`config.mk`:
```
export PLATFORM = sky130hd
export DESIGN_NAME = vectored_interrupt_controller
export DESIGN_NICKNAME = d
export VERILOG_FILES = /design/src/rtl/vic_pkg.sv /design/src/rtl/vic_priority_arbiter.sv /design/src/rtl/vectored_interrupt_controller.sv
export SDC_FILE = /design/constraint.sdc
export NUM_CORES = 1
export LEC_CHECK = 0
export ABC_AREA = 1
export BUFFER_PORTS_ARGS = -buffer_cell sky130_fd_sc_hd__buf_2
export CAP_MARGIN = 20
export CORE_MARGIN = 8
export CORE_UTILIZATION = 55
export DETAILED_ROUTE_END_ITERATION = 10
export PLACE_DENSITY_LB_ADDON = 0.05
export SETUP_SLACK_MARGIN = 0.2
export SLEW_MARGIN = 5
export SYNTH_ARGS = -nofsm -noshare
export SYNTH_HDL_FRONTEND = slang
export SYNTH_HIERARCHICAL = 1
export SYNTH_SLANG_ARGS = --single-unit
```
`constraint.sdc`:
```
create_clock -name clock -period 4.8 [get_ports clock]
set_clock_uncertainty 0.1 [all_clocks]
set_input_delay 0.24 -clock clock [delete_from_list [all_inputs] [get_ports clock]]
set_output_delay 0.24 -clock clock [all_outputs]
set_load 0.05 [all_outputs]
```
`src/rtl/vic_pkg.sv`:
```
// Shared types and default sizing for the vectored interrupt controller.
package vic_pkg;

  typedef enum logic [1:0] {
    IDLE    = 2'd0,
    REQ     = 2'd1,
    SERVICE = 2'd2
  } vic_state_e;

  localparam int VIC_NUM_IRQ    = 4;
  localparam int VIC_ADDR_WIDTH = 20;
  localparam int VIC_PRIO_WIDTH = 2;
  localparam int VIC_ID_WIDTH   = 2;

endpackage

```
`src/rtl/vic_priority_arbiter.sv`:
```
// Combinational arbiter: highest priority among eligible channels wins,
// ties go to the lowest channel index.
module vic_priority_arbiter #(
  parameter int NUM_IRQ    = 4,
  parameter int PRIO_WIDTH = 2,
  parameter int ID_WIDTH   = 2
) (
  input  logic [NUM_IRQ-1:0]            eligible_i,
  input  logic [NUM_IRQ*PRIO_WIDTH-1:0] prio_i,
  output logic                          valid_o,
  output logic [ID_WIDTH-1:0]           win_id_o
);

  logic [PRIO_WIDTH-1:0] best;

  // Ascending scan with strict '>' so an equal priority never displaces a lower index.
  always_comb begin
    valid_o  = 1'b0;
    win_id_o = '0;
    best     = '0;
    for (int i = 0; i < NUM_IRQ; i++) begin
      if (eligible_i[i] && (!valid_o || (prio_i[i*PRIO_WIDTH +: PRIO_WIDTH] > best))) begin
        valid_o  = 1'b1;
        best     = prio_i[i*PRIO_WIDTH +: PRIO_WIDTH];
        win_id_o = ID_WIDTH'(i);
      end
    end
  end

endmodule

```
`src/rtl/vectored_interrupt_controller.sv`:
```
// N-channel vectored interrupt controller: edge capture into pending bits,
// mask/priority arbitration, and a req/ack/done handshake toward the PC.
module vectored_interrupt_controller
  import vic_pkg::*;
#(
  parameter int NUM_IRQ    = VIC_NUM_IRQ,
  parameter int ADDR_WIDTH = VIC_ADDR_WIDTH,
  parameter int PRIO_WIDTH = VIC_PRIO_WIDTH,
  parameter int ID_WIDTH   = VIC_ID_WIDTH
) (
  input  logic                  clock,
  input  logic                  reset,
  input  logic [NUM_IRQ-1:0]    irq_in,
  input  logic                  interrupt_enable,
  input  logic                  interrupt_disable,
  input  logic                  cfg_we,
  input  logic [ID_WIDTH-1:0]   cfg_sel,
  input  logic [ADDR_WIDTH-1:0] cfg_vector,
  input  logic [PRIO_WIDTH-1:0] cfg_prio,
  input  logic                  mask_we,
  input  logic [NUM_IRQ-1:0]    mask_in,
  input  logic                  irq_ack,
  input  logic                  irq_done,
  output logic                  irq_req,
  output logic [ADDR_WIDTH-1:0] irq_vector,
  output logic [ID_WIDTH-1:0]   irq_id,
  output logic                  busy,
  output logic [NUM_IRQ-1:0]    pending
);

  vic_state_e                  state_q, state_d;
  logic [NUM_IRQ-1:0]          irq_q;
  logic [NUM_IRQ-1:0]          pending_q, pending_d;
  logic [NUM_IRQ-1:0]          mask_q, mask_d;
  logic                        gen_q, gen_d;
  logic [ADDR_WIDTH-1:0]       vec_q [NUM_IRQ];
  logic [PRIO_WIDTH-1:0]       prio_q [NUM_IRQ];
  logic [ID_WIDTH-1:0]         id_q, id_d;
  logic [ADDR_WIDTH-1:0]       vector_q, vector_d;
  logic [NUM_IRQ-1:0]          rise;
  logic [NUM_IRQ-1:0]          eligible;
  logic [NUM_IRQ-1:0]          ack_clr;
  logic [NUM_IRQ*PRIO_WIDTH-1:0] prio_flat;
  logic                        win_valid;
  logic [ID_WIDTH-1:0]         win_id;

  assign rise     = irq_in & ~irq_q;
  assign eligible = gen_q ? (pending_q & ~mask_q) : '0;

  // Next global enable and mask; disable wins over enable.
  always_comb begin
    gen_d = gen_q;
    if (interrupt_enable)  gen_d = 1'b1;
    if (interrupt_disable) gen_d = 1'b0;
    mask_d = mask_we ? mask_in : mask_q;
  end

  // Flatten the priority table for the arbiter port.
  always_comb begin
    prio_flat = '0;
    for (int i = 0; i < NUM_IRQ; i++) begin
      prio_flat[i*PRIO_WIDTH +: PRIO_WIDTH] = prio_q[i];
    end
  end

  vic_priority_arbiter #(
    .NUM_IRQ   (NUM_IRQ),
    .PRIO_WIDTH(PRIO_WIDTH),
    .ID_WIDTH  (ID_WIDTH)
  ) u_arb (
    .eligible_i(eligible),
    .prio_i    (prio_flat),
    .valid_o   (win_valid),
    .win_id_o  (win_id)
  );

  // Handshake FSM; withdrawal looks at next-cycle enable/mask so REQ drops right after the change.
  always_comb begin
    state_d  = state_q;
    id_d     = id_q;
    vector_d = vector_q;
    ack_clr  = '0;
    case (state_q)
      IDLE: begin
        if (win_valid) begin
          state_d  = REQ;
          id_d     = win_id;
          vector_d = vec_q[win_id];
        end
      end
      REQ: begin
        if (irq_ack) begin
          ack_clr[id_q] = 1'b1;
          state_d       = SERVICE;
        end else if (!gen_d || mask_d[id_q]) begin
          state_d = IDLE;
        end
      end
      SERVICE: begin
        if (irq_done) state_d = IDLE;
      end
      default: state_d = IDLE;
    endcase
    // A fresh edge in the ack cycle keeps the bit set.
    pending_d = (pending_q & ~ack_clr) | rise;
  end

  // Control state, pending bits and grant latch.
  always_ff @(posedge clock) begin
    if (reset) begin
      state_q   <= IDLE;
      irq_q     <= '0;
      pending_q <= '0;
      mask_q    <= '1;
      gen_q     <= 1'b0;
      id_q      <= '0;
      vector_q  <= '0;
    end else begin
      state_q   <= state_d;
      irq_q     <= irq_in;
      pending_q <= pending_d;
      mask_q    <= mask_d;
      gen_q     <= gen_d;
      id_q      <= id_d;
      vector_q  <= vector_d;
    end
  end

  // Per-channel vector and priority table.
  always_ff @(posedge clock) begin
    if (reset) begin
      for (int i = 0; i < NUM_IRQ; i++) begin
        vec_q[i]  <= '0;
        prio_q[i] <= '0;
      end
    end else if (cfg_we) begin
      vec_q[cfg_sel]  <= cfg_vector;
      prio_q[cfg_sel] <= cfg_prio;
    end
  end

  assign irq_req    = (state_q == REQ);
  assign busy       = (state_q == SERVICE);
  assign irq_id     = id_q;
  assign irq_vector = vector_q;
  assign pending    = pending_q;

endmodule

```
==> insert_results.sql <==
INSERT INTO impl_metrics (metric_group, metric, value, unit) VALUES
('status', 'run_status', 'finished clean', ''),
('layout', 'finalCoreUtilization', '73.6', '%'),
('clocking', 'cts.clk_slew.worst_paths', '0.06', 'ns'),
('critical_path', 'r2r.worst_path.cells', '33', ''),
('clocking', 'number_of_h_tree_levels', '4', ''),
('layout', 'layout.cell_area.non_filler', '0.00720', 'mm2'),
('floorplan', 'die_w', '116', 'um'),
('critical_path', 'critical-path-max-stage-delay', '0.36', 'ns'),
('synthesis', 'synthesis.area_per_instance', '8.95', 'um2'),
('floorplan', 'die_area', '0.0135', 'mm2'),
('clocking', 'tritoncts_num_sinks', '125', ''),
('layout', 'layout.cells.most_common', 'sky130_fd_sc_hd__nor2_1', ''),
('critical_path', 'worstSetupEndpointType', 'flip-flop', ''),
('synthesis', 'sequential_area_share_after_synthesis', '61.4', '%'),
('layout', 'multi_input_area', '0.00178', 'mm2'),
('sta', 'timing.final.max_slew_violations', '0', ''),
('sta', 'report.final.setup_viol', '0', ''),
('global_routing', 'grt_first_pass_wirelength', '22.4', 'mm'),
('synthesis', 'synth_compound_gate_area_share', '9.03', '%'),
('synthesis', 'synth.cell_area', '0.00551', 'mm2'),
('floorplan', 'floorplan.initialDensity', '56.4', '%'),
('critical_path', 'worstSetupEndpoint', 'irq_vector[6]$_SDFFE_PP0P_', ''),
('sta', 'fin_hold_ws', '0.127', 'ns'),
('synthesis', 'post_synth_and_or_nand_nor_area_fraction', '20.4', '%'),
('synthesis', 'synth_top_family_by_area', 'simple AND/OR/NAND/NOR gates', ''),
('placement', 'portBuffers', '67', ''),
('run', 'maxCapViolCount', '0', ''),
('layout', 'number_of_antenna_repair_diodes', '0', ''),
('global_routing', 'grt_pass1_vias', '4517', ''),
('synthesis', 'synth_fp_nets', '662', ''),
('placement', 'post_dp_cell_area', '0.00597', 'mm2'),
('synthesis', 'ffs_latches_synth', '125', ''),
('drt', 'num_vias', '4631', ''),
('critical_path', 'worstSetupStartpoint', 'gen_q$_SDFF_PP0_', ''),
('clocking', 'ctsRootBufferMaster', 'sky130_fd_sc_hd__clkbuf_8', ''),
('drt', 'drt-initial-drc-count', '373', ''),
('clocking', 'tritoncts_clock_tree', 'done', ''),
('sta', 'period_share', '90.5', '%'),
('drt', 'antenna_violating_nets_post_route', '0', ''),
('synthesis', 'synth_cell_type_count', '25', ''),
('drt', 'post-route-drc-count', '0', ''),
('critical_path', 'worstPathMaxFanout', '8', ''),
('critical_path', 'startpoint_type', 'flip-flop', ''),
('floorplan', 'design.core.area', '0.00977', 'mm2'),
('floorplan', 'chipHeight', '116', 'um'),
('placement', 'placed_cells_incl_taps', '797', ''),
('layout', 'layout_common_cells', '191 x sky130_fd_sc_hd__nor2_1, 88 x sky130_fd_sc_hd__edfxtp_1, 72 x sky130_fd_sc_hd__inv_1', ''),
('layout', 'num-fill-cells', '717', ''),
('sta', 'timing.fmax', '0.230', 'GHz'),
('synthesis', 'synth.area.mux_share', '0', '%'),
('layout', 'final_nets', '778', ''),
('layout', 'post_layout_nonfiller_instances', '878', ''),
('clocking', 'cts_max_path_buffers', '2', ''),
('critical_path', 'cp_slowest_cell', 'sky130_fd_sc_hd__dfxtp_2', ''),
('power', 'ir_drop', '0.235', 'mV'),
('floorplan', 'io_pins', '68', ''),
('global_routing', 'globalRouteTotalUtil', '22.0', '%'),
('critical_path', 'cp.required', '5.12', 'ns'),
('drt', 'detail_route.vias_per_cell', '5.27', ''),
('layout', 'syn2layout_area_growth', '30.5', '%'),
('critical_path', 'worstReg2RegEnd', 'irq_vector[6]$_SDFFE_PP0P_', ''),
('synthesis', 'synth-adder-area-share', '1.36', '%'),
('critical_path', 'timing.critical_path.arrival', '4.66', 'ns'),
('critical_path', 'crit_path_frequent_cell', 'sky130_fd_sc_hd__nand2_1', ''),
('drt', 'avgRoutedWirePerCell', '16.5', 'um'),
('worst_hold_path', 'min-delay-path-class', 'input port to flip-flop', ''),
('synthesis', 'yosysWarningCount', '6', ''),
('clocking', 'cts_buffers', '17', ''),
('sta', 'worst_slew_pin_slew', '0.971', 'ns'),
('drt', 'drtPass1Iterations', '5', ''),
('sta', 'setup-tns-final', '0', 'ns');
[worst max-delay path, delay by kind of cell (launching register included)]
kind                       cells  cell delay (ns)
AOI/OAI and AO/OA              7             0.78
DFF                            1             0.36
and+or+nand+nor               17             1.69
adders and majority gates      3             0.77
buffers and inverters          6             0.54
[cells in the mapped netlist, drive strengths merged]
master | instances | area [um2]
o21bai | 1 | 7.51
o22ai | 2 | 12.5
or2 | 2 | 12.5
inv | 75 | 282
o21ai | 89 | 445
or3 | 1 | 7.51
nor3 | 23 | 115
nand3 | 6 | 30.0
nor2 | 193 | 732
ha | 6 | 75.1
buf | 22 | 120
edfxtp | 88 | 2640
nand2 | 55 | 214
clkbuf | 8 | 32.5
a21oi | 5 | 25.0
dfxtp | 37 | 741
o31ai | 1 | 7.51
and2 | 2 | 12.5
[metrics by stage]
stage               worst slack [ns]  total power, mW
CTS                            0.226             2.89
finish                         0.457             2.89
global route                  0.0802             2.98
detailed placement             0.277             1.48
global placement               0.532             1.47
floorplan                      0.599             1.40
[cell type report]
cell class	instances	share of cell area (%)
flip-flops and latches	125	47.1
multi-input cells	387	24.7
repair buffers	126	13.0
clock buffers	26	6.92
inverters	75	3.91
well taps	133	2.31
clock inverters	6	2.16
[what timing repair did]
action,CTS,global route
hold buffers,38,0
endpoints found under the setup margin,0,22
gates resized for setup,0,21
endpoints found under the hold margin,76,0
buffers inserted,0,8
[worst min path at each step]
stage                   startpoint  depth (start not counted)                     to
6_report                     reset                          3  pending[1]$_SDFF_PP0_
3_5_place_dp   irq_q[3]$_SDFF_PP0_                          1  pending[3]$_SDFF_PP0_
3_3_place_gp   irq_q[3]$_SDFF_PP0_                          1  pending[3]$_SDFF_PP0_
5_1_grt                      reset                          3    irq_q[1]$_SDFF_PP0_
4_1_cts                      reset                          3  pending[1]$_SDFF_PP0_
2_1_floorplan    interrupt_disable                          1       gen_q$_SDFF_PP0_
[power by group]
| part | switching [mW] | leakage (nW) | internal, mW | total, mW |
|---|---|---|---|---|
| logic | 0.156 | 1.80 | 0.0813 | 0.237 |
| clock network | 0.438 | 0.320 | 0.965 | 1.40 |
| registers | 0.0250 | 1.16 | 1.23 | 1.25 |
[cell families (layout without fill, tap and decap cells)]
| logic type | after synthesis | count (layout) |
|---|---|---|
| simple gates | 282 | 282 |
| fa+ha+maj | 6 | 6 |
| compound gates | 98 | 99 |
| buf+inv | 105 | 233 |
| flops | 125 | 125 |
[sequential cells by signal, summed over array words and instances, names as in the netlist]
name and cells:
irq_q 4, state_q 2, vec_q 80, gen_q 1
irq_vector 20, irq_id 2, mask_q 4, pending 4
prio_q 8
[layer usage]
metal | up-vias | global-route usage (%) | routed length, um
li1 | 2231 | - | -
met1 | 2162 | 25.9 | 5670
met2 | 198 | 36.1 | 7160
met3 | 40 | 6.15 | 1160
met4 | 0 | 11.6 | 459
met5 | - | 0 | 0
No activity file was read; power rests on OpenSTA's default activity.
